--- src/rtl/universal_shift_sequencer.sv ---
// N-bit universal shift register with a multi-step shift/rotate sequencer.
// Optional build macro USS_ARITH_SHIFT_EN enables mode 101 as arithmetic right shift.
module universal_shift_sequencer #(
    parameter int unsigned N  = 8,
    parameter int unsigned CW = 4
) (
    input  logic          clk_i,
    input  logic          rst_ni,
    input  logic          load_i,
    input  logic [N-1:0]  in_i,
    input  logic          start_i,
    input  logic [2:0]    mode_i,
    input  logic [CW-1:0] amt_i,
    input  logic          sin_i,
    output logic [N-1:0]  out_o,
    output logic          sout_o,
    output logic          busy_o,
    output logic          done_o
);

    typedef enum logic {StIdle, StShift} state_e;

    state_e        state_q, state_d;
    logic [N-1:0]  out_q, out_d;
    logic          sout_q, sout_d;
    logic          done_q, done_d;
    logic [CW-1:0] cnt_q, cnt_d;
    logic [2:0]    mode_q, mode_d;

    logic [N-1:0]  step_out;
    logic          step_sout;

    // One step of the latched mode; hold and reserved modes leave out/sout untouched.
    always_comb begin
        step_out  = out_q;
        step_sout = sout_q;
        case (mode_q)
            3'b001: begin
                step_out  = {sin_i, out_q[N-1:1]};
                step_sout = out_q[0];
            end
            3'b010: begin
                step_out  = {out_q[N-2:0], sin_i};
                step_sout = out_q[N-1];
            end
            3'b011: begin
                step_out  = {out_q[0], out_q[N-1:1]};
                step_sout = out_q[0];
            end
            3'b100: begin
                step_out  = {out_q[N-2:0], out_q[N-1]};
                step_sout = out_q[N-1];
            end
`ifdef USS_ARITH_SHIFT_EN
            3'b101: begin
                step_out  = {out_q[N-1], out_q[N-1:1]};
                step_sout = out_q[0];
            end
`else
            3'b101: begin
                step_out  = {sin_i, out_q[N-1:1]};
                step_sout = out_q[0];
            end
`endif
            default: begin
                step_out  = out_q;
                step_sout = sout_q;
            end
        endcase
    end

    always_comb begin
        state_d = state_q;
        out_d   = out_q;
        sout_d  = sout_q;
        done_d  = 1'b0;
        cnt_d   = cnt_q;
        mode_d  = mode_q;
        unique case (state_q)
            StIdle: begin
                if (load_i) begin
                    out_d = in_i;
                end else if (start_i) begin
                    mode_d = mode_i;
                    cnt_d  = amt_i;
                    if (amt_i != '0) begin
                        state_d = StShift;
                    end else begin
                        done_d = 1'b1;
                    end
                end
            end
            StShift: begin
                out_d  = step_out;
                sout_d = step_sout;
                cnt_d  = cnt_q - CW'(1);
                if (cnt_q == CW'(1)) begin
                    state_d = StIdle;
                    done_d  = 1'b1;
                end
            end
            default: state_d = StIdle;
        endcase
    end

    always_ff @(posedge clk_i or negedge rst_ni) begin
        if (!rst_ni) begin
            state_q <= StIdle;
            out_q   <= '0;
            sout_q  <= 1'b0;
            done_q  <= 1'b0;
            cnt_q   <= '0;
            mode_q  <= '0;
        end else begin
            state_q <= state_d;
            out_q   <= out_d;
            sout_q  <= sout_d;
            done_q  <= done_d;
            cnt_q   <= cnt_d;
            mode_q  <= mode_d;
        end
    end

    assign out_o  = out_q;
    assign sout_o = sout_q;
    assign busy_o = (state_q == StShift);
    assign done_o = done_q;

endmodule

--- config.mk ---
export PLATFORM = sky130hd
export DESIGN_NAME = universal_shift_sequencer
export DESIGN_NICKNAME = d
export VERILOG_FILES = /design/src/rtl/universal_shift_sequencer.sv
export SDC_FILE = /design/constraint.sdc
export NUM_CORES = 1
export LEC_CHECK = 0
export ABC_AREA = 1
export ABC_CLOCK_PERIOD_IN_PS = 2800
export CORE_UTILIZATION = 40
export CTS_CLUSTER_SIZE = 20
export DETAILED_ROUTE_END_ITERATION = 16
export GPL_TIMING_DRIVEN = 0
export HOLD_SLACK_MARGIN = 0.05
export PLACE_DENSITY = 0.79
export RECOVER_POWER = 25
export REMOVE_ABC_BUFFERS = 1
export SYNTH_ARGS = -nofsm -noshare
export SYNTH_HDL_FRONTEND = slang
export SYNTH_SLANG_ARGS = --single-unit
export TNS_END_PERCENT = 10
--- constraint.sdc ---
create_clock -name clk_i -period 2.8 [get_ports clk_i]
set_clock_uncertainty 0.2 [all_clocks]
set_input_delay 0.56 -clock clk_i [delete_from_list [all_inputs] [get_ports clk_i]]
set_output_delay 0.56 -clock clk_i [all_outputs]
set_load 0.1 [all_outputs]
# [Word-level counts from Yosys, hierarchy flattened]
# Cells that the tools add are included.
[totals] input_bits=20 regBits=18 elab_cells=45 out_inout_bits=11
[op_classes] reduce_logical=9 addsub=1 n_mux=17 bitwise=2 eq_ne=10
[ops] op="8-bit one-hot mux with 4 select lines" n=1
[ops] op="8-bit one-hot mux with 2 select lines" n=1
[ops] op="1-bit two-way mux" n=8
[ops] op="4-bit two-way mux" n=2
[ops] op="8-bit two-way mux" n=1
[ops] op="4-bit one-hot mux with 2 select lines" n=1
[ops] op="3-bit by 2-bit == test with 1-bit output (second input constant)" n=2
[ops] op="3-bit == test (second input constant)" n=2
[ops] op="2-bit inequality test (second input constant)" n=3
[ops] op="1-bit one-hot mux with 2 select lines" n=3
[ops] op="2-bit AND reduction" n=3
[ops] op="5-bit by 2-bit inequality test with 1-bit output (second input constant)" n=1
[ops] op="4-bit by 1-bit == test with 1-bit output (second input constant)" n=1
[ops] op="4-bit nonzero test" n=1
[ops] op="2-bit OR reduction" n=2
[ops] op="4-bit by 1-bit subtractor with 4-bit output (second input constant)" n=1
[ops] op="3-bit by 1-bit == test with 1-bit output (second input constant)" n=1
[ops] op="3-bit AND reduction" n=1
[ops] op="3-bit OR reduction" n=1
[ops] op="1-bit inverter" n=2
[ops] op="2-bit nonzero test" n=1

# [Depth between registers and ports, before layout]
[depth] ltp_word=5 depth_mapped=8 ltp_nobuf=7

# [Least setup slack after synthesis]
# OpenSTA, ideal clock, no wires.
[synth_timing] kind="reg-to-reg" start="reg state_q (netlist: busy_o)" end="reg out_q[7] (netlist: out_o[7])" setup_ps=69 arrival_ps=1723 required_time_ps=2531 path_slack_ps=808 period_less_slack_ps=1992 path_stages_with_launch=8 cell_sequence="dfrtp_1 inv_2 a21oi_1 nand2_2 nand2_4 buf_12 nand3_4 nand2_2"
[synth_between] elab_chain_cells=3
[synth_lines] element="from (decl)" line_no="23" text="state_e state_q, state_d;"
[synth_lines] element="from (signal assigned)" line_no="108" text="state_q <= StIdle;"
[synth_lines] element="from (signal assigned)" line_no="115" text="state_q <= state_d;"
[synth_lines] element="1-bit inverter (no line)"
[synth_lines] element="2-bit inequality test (no line)"
[synth_lines] element="2-bit AND reduction (no line)"
[synth_lines] element="to (signal assigned)" line_no="116" text="out_q <= out_d;"
[synth_lines] element="to (decl)" line_no="24" text="logic [N-1:0] out_q, out_d;"
# Parallel ways exist; a longest one is shown, timed or not.
# A chain may end at the register's enable or synchronous reset.

# [Worst setup path after layout]
[layout_timing] start="reg out_q[7] (netlist: out_o[7])" end="out out_o[7]"
[layout_rtl] element="to (decl)" line_no="15" text="output logic [N-1:0] out_o,"
# No word-level cell between the ends.

==> metrics.txt <==
Post-DP HPWL=2000 µm; Longest Clk Path Bufs=2; combinational family with the most area after synthesis=simple AND/OR/NAND/NOR gates; crit-path cells=clkdlybuf4s50_1; first-pass GRT wire length=4520 µm; DIE AREA=3080 µm²; # port buffers=30; Buf/Inv on CP=1; Synth Area in Compound Gates=12.1%; Synth cell types=24; core area=2730 µm²; Critical Path Fanout Max=5; FP Rows=19; final wirelength=2670 µm; vias in the first global route=1,084; Worst EP required=2.04 ns; Clock Latency Late Sink=0.30 ns; CP max-delay cell=clkdlybuf4s50_1; Initial Util=41.8%; area share of fa/ha/maj cells after synthesis=2.19%; Slew headroom=35.6%; Final setup viols=0; CP max stage delay=1.16 ns; #FFs+latches synth=18; Root Buffer=clkbuf_4; 1st-iter DRT viols=32; RePlAce Congestion=0.833; crit end category=output port; Nets=202; Max Transition Viols Final=0; slew at the pin closest to its max-slew limit=0.963 ns; Synth Area in Simple Gates=34.7%; Chip Width=55.5 µm; mapped cell area=1140 µm²; main flop type after synthesis=dfrtp_1; Synthesis Warnings=0; unrepaired setup endpoints after global routing=false; CP arrival=1.88 ns; Hold Buf Count CTS=0; via count=1,108; total gr overflow=0; Setup crit start kind=register; FF-to-FF setup slack=0.87 ns; share of layout cells above drive strength 1=14.5%; initial antenna violation count=0; Final Hold Vio Count=0; CTS Buf Count=3; H-Tree Depth=1; area grow syn2layout=29.3%; Final min period=2.64 ns; Post-Synth XOR/XNOR Area=0%; EDFF count, synth=0; CTS Sinks=18; Worst-path clk slew=0.11 ns; max_cap viols=0; multiplexer share of the synthesized area=0.985%; IO Count=31; fmax=378 MHz; delay-heaviest family, CP=buffers and inverters; GR Util All Layers=18.4%; Die Y=55.5 µm; Synth Area per Inst=7.68 µm²; status=completed; DR WL/cell=12.7 µm; residual DRC count=0; largest net degree at the start of global routing=19; Antenna Cells=0; remaining antenna violation count=0; Worst Hold Class=register to register; Seq/Total Area, Yosys=39.4%; final setup TNS=0 ns; Tcrit/Tclk final=94.4%; Post-Synthesis Cells=149; CTS tree=yes; asr flop ratio synth=100%; drt pass-1 iters=4; CP Class=register to output port; Vias/cell=5.28
==> worst paths after layout <==
path	startpoint	endpoint	depth (start not counted)
worst min register to register	sout_o	sout_o	2
worst max register to register	busy_o	out_o[0]	7
worst max-delay path	out_o[7]	out_o[7]	1
worst min-delay path	sout_o	sout_o	2
max in group asynchronous	rst_ni	out_o[6]	1
min in group asynchronous	rst_ni	out_o[3]	1
==> timing repair <==
| item | CTS | global route |
|---|---|---|
| gates resized for setup | 1 | 0 |
| setup endpoints to repair | 1 | 0 |
| buffers inserted | 0 | 0 |
==> kinds of logic (layout without fill, tap and decap cells) <==
logic type      count (synthesis)  in the layout
simple gates                   82             82
buf+inv                        26             56
fa+ha+maj                       2              2
mux                             1              1
compound gates                 20             20
flops                          18             18
==> cells in the mapped netlist, types with 3 or more instances <==
cell type / n / area [µm²]
dfrtp_1: 18 / 450
o21ai_2: 6 / 52.6
nor2_1: 10 / 37.5
nand2_1: 39 / 146
a21oi_1: 5 / 25.0
o221ai_1: 4 / 35.0
nand2_2: 6 / 37.5
inv_2: 4 / 15.0
nand3_1: 17 / 85.1
o21ai_1: 3 / 15.0
inv_1: 18 / 67.6
==> through the flow <==
step | util (%) | std cells | hold WS (ns) | instance area [µm²] | setup WS [ns]
after floorplan | - | 145 | 0.0644 | 1100 | 0.418
after global placement | 52.8 | 206 | 0.268 | 1440 | 0.242
after detailed placement | 52.8 | 206 | 0.282 | 1440 | 0.241
after CTS | 54.1 | 210 | 0.310 | 1480 | 0.131
after global routing | 54.1 | 210 | 0.345 | 1480 | 0.105
final | 54.1 | 210 | 0.309 | 1480 | 0.157
==> cells in the final DEF (no fill, tap or decap), drive strengths merged, types with 2 or more instances in the layout <==
| cell type | synthesis | layout |
|---|---|---|
| a21oi | 5 | 5 |
| clkbuf | 2 | 4 |
| clkdlybuf4s50 | 0 | 28 |
| dfrtp | 18 | 18 |
| ha | 2 | 2 |
| inv | 22 | 22 |
| nand2 | 47 | 47 |
| nand3 | 19 | 19 |
| nand3b | 2 | 2 |
| nand4 | 2 | 2 |
| nor2 | 10 | 10 |
| o21ai | 10 | 10 |
| o221ai | 4 | 4 |
| or2 | 2 | 2 |
==> area by class of cell <==
type / instances / area (µm²)
Multi-Input combinational cell: 105 / 572
Clock buffer: 4 / 36.3
Inverter: 22 / 82.6
Fill cell: 260 / 1250
Tap cell: 31 / 38.8
Timing Repair Buffer: 30 / 299
Sequential cell: 18 / 450
==> registers in the layout (all words and copies together) (netlist names) <==
| register | count |
|---|---|
| sout_o | 1 |
| cnt_q | 4 |
| done_o | 1 |
| mode_q | 3 |
| busy_o | 1 |
| out_o | 8 |
==> layer usage <==
metal	vias to the layer above	global-route usage, %	part of all wire, %	wire, µm
met1	519	19.8	42	1110
met3	6	3.98	4.9	130
met5	-	0	0	0
met4	0	10.4	2.7	72
li1	544	-	-	-
met2	39	32.9	51	1350
Power is not shown: default switching activity piles up to over one toggle a cycle in this logic, so the estimate is an artifact.
